--- config.mk ---
export PLATFORM = sky130hd
export DESIGN_NAME = wavetable_interp
export DESIGN_NICKNAME = d
export VERILOG_FILES = /design/src/rtl/wavetable_pkg.sv /design/src/rtl/wt_lerp.sv /design/src/rtl/wavetable_interp.sv
export SDC_FILE = /design/constraint.sdc
export NUM_CORES = 1
export LEC_CHECK = 0
export ABC_AREA = 1
export BUFFER_PORTS_ARGS = -buffer_cell sky130_fd_sc_hd__buf_2
export CAP_MARGIN = 30
export CELL_PAD_IN_SITES_DETAIL_PLACEMENT = 1
export CELL_PAD_IN_SITES_GLOBAL_PLACEMENT = 2
export CORE_UTILIZATION = 27
export DETAILED_ROUTE_END_ITERATION = 10
export MAX_ROUTING_LAYER = met4
export PLACE_DENSITY_LB_ADDON = 0.1
export SLEW_MARGIN = 25
export SYNTH_ARGS = -nofsm -noshare
export SYNTH_HDL_FRONTEND = slang
export SYNTH_SLANG_ARGS = --single-unit
--- constraint.sdc ---
create_clock -name Clk -period 4 [get_ports Clk]
set_input_delay 0.8 -clock Clk [delete_from_list [all_inputs] [get_ports Clk]]
set_output_delay 0.8 -clock Clk [all_outputs]
set_load 0.005 [all_outputs]
--- src/rtl/wavetable_pkg.sv ---
// Shared defaults and FSM encoding for the wavetable interpolator.
// Latency: n/a (types and constants only).
// Backpressure: n/a.
package wavetable_pkg;

    localparam int WT_AW_DEFAULT = 12;
    localparam int WT_IW_DEFAULT = 20;
    localparam int WT_FW_DEFAULT = 16;
    localparam int WT_SW_DEFAULT = 16;

    typedef enum logic [2:0] {
        IDLE = 3'd0,
        RD0  = 3'd1,
        RD1  = 3'd2,
        WAIT = 3'd3,
        CALC = 3'd4
    } wt_state_t;

endpackage

--- src/rtl/wt_lerp.sv ---
// Combinational linear interpolation: y = s0 + floor((s1 - s0) * f / 2^FW).
// Latency: 0 cycles (pure combinational).
// Backpressure: none.
// Ports: s0, s1 signed SW-bit endpoints; f unsigned FW-bit fraction; y signed SW-bit result.
module wt_lerp #(
    parameter int SW = 16,
    parameter int FW = 16
) (
    input  logic signed [SW-1:0] s0,
    input  logic signed [SW-1:0] s1,
    input  logic        [FW-1:0] f,
    output logic signed [SW-1:0] y
);

    logic signed [SW:0]       diff;
    logic signed [FW:0]       f_ext;
    logic signed [SW+FW+1:0]  prod;
    logic signed [SW+FW+1:0]  shifted;
    logic signed [SW+FW+1:0]  sum;

    // One extra bit on the difference so s1 - s0 cannot overflow.
    assign diff    = $signed({s1[SW-1], s1}) - $signed({s0[SW-1], s0});
    assign f_ext   = $signed({1'b0, f});
    assign prod    = diff * f_ext;
    // Arithmetic shift floors toward -inf, so the result never leaves [s0, s1].
    assign shifted = prod >>> FW;
    assign sum     = shifted + $signed({{(FW+2){s0[SW-1]}}, s0});
    assign y       = sum[SW-1:0];

endmodule

--- src/rtl/wavetable_interp.sv ---
// Wavetable sample fetch with optional linear interpolation between adjacent entries.
// Latency: Enable at edge k -> sampleValid after edge k+4 (linear) or k+3 (nearest).
// Backpressure: none; requests arriving while busy are dropped and set sticky overrun.
// Ports: Clk/Reset (sync, active-high); Enable, wavetableAddr, interp request inputs;
//        memAddr/memRdData single-port table read (data one cycle after address);
//        sampleOut/sampleValid result; busy status; overrun sticky drop flag.
// Build option: define WAVETABLE_INTERP_LINEAR_EN for linear interpolation; otherwise
//        the table entry at wavetableAddr is returned and interp is ignored.
module wavetable_interp
    import wavetable_pkg::*;
#(
    parameter int AW = WT_AW_DEFAULT,
    parameter int IW = WT_IW_DEFAULT,
    parameter int FW = WT_FW_DEFAULT,
    parameter int SW = WT_SW_DEFAULT
) (
    input  logic                 Clk,
    input  logic                 Reset,
    input  logic                 Enable,
    input  logic [AW-1:0]        wavetableAddr,
    input  logic [IW-1:0]        interp,
    output logic [AW-1:0]        memAddr,
    input  logic signed [SW-1:0] memRdData,
    output logic signed [SW-1:0] sampleOut,
    output logic                 sampleValid,
    output logic                 busy,
    output logic                 overrun
);

    wt_state_t             state;
    wt_state_t             state_nxt;
    logic [AW-1:0]         a;
    logic signed [SW-1:0]  s0;
    logic signed [SW-1:0]  result;
    logic                  unused_interp;

`ifdef WAVETABLE_INTERP_LINEAR_EN
    logic [FW-1:0]         f;
    logic signed [SW-1:0]  s1;

    wt_lerp #(.SW(SW), .FW(FW)) u_lerp (
        .s0 (s0),
        .s1 (s1),
        .f  (f),
        .y  (result)
    );
`else
    assign result = s0;
`endif

    // Only the top FW fraction bits feed the datapath; the rest are intentionally dropped.
    assign unused_interp = ^interp;

    assign busy = (state != IDLE);
    // The second table entry is addressed only in RD1; AW-bit add wraps the top entry to 0.
    assign memAddr = (state == RD1) ? a + AW'(1) : a;

    always_ff @(posedge Clk) begin
        if (Reset) begin
            state <= IDLE;
        end else begin
            state <= state_nxt;
        end
    end

    always_comb begin
        state_nxt = state;
        case (state)
            IDLE: if (Enable) state_nxt = RD0;
            RD0:  state_nxt = RD1;
`ifdef WAVETABLE_INTERP_LINEAR_EN
            RD1:  state_nxt = WAIT;
            WAIT: state_nxt = CALC;
`else
            RD1:  state_nxt = CALC;
`endif
            CALC: state_nxt = IDLE;
            default: state_nxt = IDLE;
        endcase
    end

    always_ff @(posedge Clk) begin
        if (Reset) begin
            a           <= '0;
            s0          <= '0;
            sampleOut   <= '0;
            sampleValid <= 1'b0;
            overrun     <= 1'b0;
`ifdef WAVETABLE_INTERP_LINEAR_EN
            f           <= '0;
            s1          <= '0;
`endif
        end else begin
            sampleValid <= 1'b0;
            if (state == IDLE && Enable) begin
                a <= wavetableAddr;
`ifdef WAVETABLE_INTERP_LINEAR_EN
                f <= interp[IW-1 -: FW];
`endif
            end
            // Includes the CALC->IDLE edge: the FSM is still busy when it samples Enable.
            if (state != IDLE && Enable) begin
                overrun <= 1'b1;
            end
            if (state == RD1) begin
                s0 <= memRdData;
            end
`ifdef WAVETABLE_INTERP_LINEAR_EN
            if (state == WAIT) begin
                s1 <= memRdData;
            end
`endif
            if (state == CALC) begin
                sampleOut   <= result;
                sampleValid <= 1'b1;
            end
        end
    end

endmodule
Yosys cells after proc, flatten, opt, wreduce, memory -nomap -nowiden:

Index checks and enable logic that the tools add are counted.

* logic and storage cells: 19
* output and inout port bits: 31
* register bits after elaboration: 49

* reduce and logical (&&, ||, !) cells: 4
* add/subtract/negate cells: 1
* muxes and demuxes: 4
* equal/unequal tests: 4

Operators by type and width (count)
* $add 12x1->12 const B: 1
* $mux 12: 1
* $pmux 3 s3: 1
* $eq 3x1->1 const B: 1
* $eq 3x2->1 const B: 1
* $eq 3x3->1 const B: 1
* $logic_not 3->1: 1
* $mux 3: 1
* $reduce_bool 3->1: 1
* $logic_and 1x1->1: 2
* $ne 2x2->1 const B: 1
* $mux 1: 1

Logic depth before layout (Yosys ltp):

* depth in word-level cells: 2
* gate-level depth with buffers: 8

Worst setup path before layout:

No wires, ideal clock.

* kind: reg-to-output
* start point: register state[0]
* end point: output port memAddr[4]
* buffers on the path: 1
* data arrival time: 1051 ps
* setup slack: 2149 ps
* cell stages (with the launch flop): 6
* data required time: 3200 ps
* cells stage by stage: dfxtp_1 -> nor2_4 -> nand2_4 -> buf_2 -> nor2_2 -> xor2_1

* longest elaborated chain between the ends: 2

RTL lines
* start, declared: line wavetable_interp.sv:30 `wt_state_t state;`
* start signal, assigned: line wavetable_interp.sv:62 `state <= state_nxt;`
* $eq 3x2->1: line wavetable_interp.sv:56 `assign memAddr = (state == RD1) ? a + AW'(1) : a;`
* $mux 12: line wavetable_interp.sv:56
* end, declared: line wavetable_interp.sv:22 `output logic [AW-1:0] memAddr,`

Every way passes these cells.

Worst setup path after layout:

* start point: register state[0]
* end point: output port memAddr[9]

The elaborated chain is that of the path after synthesis.

==> run summary <==
status: complete, no violations
Post-Route WL: 5.09 mm
Logic pwr share: 10.4%
diode count: 0
Worst EP required: 3.20 ns
post-cts sizing count: 0
die height: 88.5 um
sequential power share: 56.7%
antenna violations before repair: 0
Max Root-Sink Buffers: 2
Avg WL per Cell: 12.1 um
Synthesized Nets: 315
relative slew slack: 40.6%
syn avg cell area: 7.67 um^2
crit path kind: flip-flop to primary output
Fin. Hold Viols: 0
Setup-failing EPs final: 0
Routed Antenna Nets: 0
H-tree Lvls: 2
clock group share of total power: 32.9%
TritonCTS clock tree: done
Port-buffer cells: 61
max cap viols: 0
top cell type's share of synthesized area: 48.6%
Fin Setup TNS: 0 ns
# hold bufs at CTS: 0
YS warnings: 0
Final Max Slew Viols: 0
Reg clk slew, reported paths: 0.09 ns
most frequent cells in the layout: 92 x nand2_1, 61 x buf_2, 49 x dfxtp_1
sequential fraction of the synthesis area: 48.6%
die width: 88.5 um
CP max FO: 23
P_leak: 1.08 nW
Synth-to-Final Area Change: 22.6%
RD Place Congestion: 0.708
Internal: 0.000681 W
switch share: 25.6%
CTS buffer count: 5
fin cells: 419
first-pass GRT wire length: 8.28 mm
Hold Path Class: flip-flop to flip-flop
layout cells sized above 1: 25.0%
Synth Cell Area: 2020 um^2
Pwr Density: 370 nW/um^2
detailed-route via count: 1,858
Post-Syn Instances: 263
dpl hpwl: 3.42 mm
Rows: 31
largest cells by area after synthesis: dfxtp_1 49%, nand2_1 17%, a21oi_1 11%
I/O pin cnt: 82
nets@finish: 372
Clock Latency Late Sink: 0.29 ns
switching power total: 0.000235 W
Critical Path AT: 1.70 ns
CP startpoint kind: flip-flop
Synth area leader: dfxtp_1
largest net degree at the start of global routing: 50
Worst-Margin Slew: 0.891 ns
Inst Count DP: 412
vias in the first global route: 1,784
Worst VDD drop: 0.000156 V
DIE AREA: 7820 um^2
Root Driver: clkbuf_8
min Tclk post-route: 2.50 ns
drt via density: 4.43
All-Layer GR Usage: 14.4%
global route total overflow: 0
First DRT Iteration DRCs: 45
clock sink count: 49
Remaining DRCs: 0
Core Region: 7250 um^2
Pre-antenna DRT Iters: 4
Yosys reg bits: 49
final clock skew: 0.00399 ns
fin crit share: 62.4%
commonest non-fill, non-tap cell in the layout: nand2_1
Synth cell types: 23
CP endpoint kind: primary output
effective utilization at floorplan: 27.8%
RSZ-0062 raised after global routing: false
postcts setup bufs: 0
fmax: 0.401 GHz
-- power by group through the flow --
| stage | clock network (W) | logic (W) | registers [W] |
|---|---|---|---|
| after floorplan | 0 | 0.0000591 | 0.000528 |
| after global placement | 0 | 0.0000977 | 0.000531 |
| after detailed placement | 0 | 0.0000981 | 0.000531 |
| after CTS | 0.000320 | 0.0000985 | 0.000520 |
| after global routing | 0.000340 | 0.000110 | 0.000522 |
| final | 0.000301 | 0.0000952 | 0.000519 |
-- metrics by stage --
step                area [um^2]  hold WS (ns)  util (%)  worst slack (ns)  total power, W
finish                     2470         0.463      34.1              1.50        0.000916
global route               2470         0.484      34.1              1.34        0.000973
CTS                        2470         0.466      34.1              1.44        0.000938
detailed placement         2380         0.452      32.9              1.79        0.000629
global placement           2380         0.446      32.9              1.79        0.000628
floorplan                  2020         0.443         -              2.15        0.000587
-- state kept, by name, indices dropped and copies added, names as in the netlist --
register     flops
result          16
sampleOut       16
a               12
state            3
overrun          1
sampleValid      1
-- final cells by class --
cell class,instances,area [um^2]
timing repair buffer,62,313
fill,935,4780
multi-input combinational,184,896
clock inverter,1,7.51
sequential,49,981
clock buffer,6,82.6
tap,99,124
inverter,18,70.1
-- cells in the mapped netlist --
| master | number |
|---|---|
| o21bai_1 | 9 |
| dfxtp_1 | 49 |
| nor3_4 | 2 |
| nor2_1 | 8 |
| a21oi_1 | 45 |
| clkbuf_1 | 5 |
| ha_1 | 1 |
| nand3_1 | 9 |
| nand4_1 | 4 |
| nor3_1 | 2 |
| inv_2 | 3 |
| nor2_2 | 2 |
| inv_4 | 1 |
| buf_2 | 3 |
| nand2_4 | 1 |
| nor2_4 | 1 |
| buf_6 | 2 |
| inv_1 | 14 |
| xor2_1 | 6 |
| nand3_2 | 1 |
| nand2_1 | 92 |
| buf_4 | 2 |
| o21ai_0 | 1 |
-- metal layers --
| layer | track usage (%) | vias up | wire (um) |
|---|---|---|---|
| met3 | 3.26 | 4 | 182 |
| met2 | 23.3 | 35 | 2360 |
| li1 | - | 955 | - |
| met1 | 18.1 | 864 | 2500 |
| met5 | - | - | 0 |
| met4 | 3.52 | 0 | 48 |
-- worst max-delay path, stage by stage (launching register included) --
cell and delay, ns:
dfxtp_1 0.37, nor2_4 0.21, nand2_4 0.24, nor3_4 0.28, nand2_1 0.08, nand2_1 0.06, nand2_1 0.04, buf_2 0.12
-- worst paths after layout --
path / start / end / slack (ns) / cells past startpoint
worst max register to register: state[0] / a[11] / 2.55 / 4
worst min register to register: sampleOut[6] / sampleOut[6] / 0.46 / 2
worst max-delay path: state[0] / memAddr[9] / 1.50 / 7
worst min-delay path: sampleOut[6] / sampleOut[6] / 0.46 / 2
-- cell families after synthesis --
family / after synthesis / synth area share [%]
AOI/OAI and AO/OA: 55 / 14.8
xor gates and xnor gates: 6 / 2.60
adders and majority gates: 1 / 0.620
buffers and inverters: 30 / 7.01
DFF: 49 / 48.6
and+or+nand+nor: 122 / 26.4
Power figures use the tool's default switching activity.
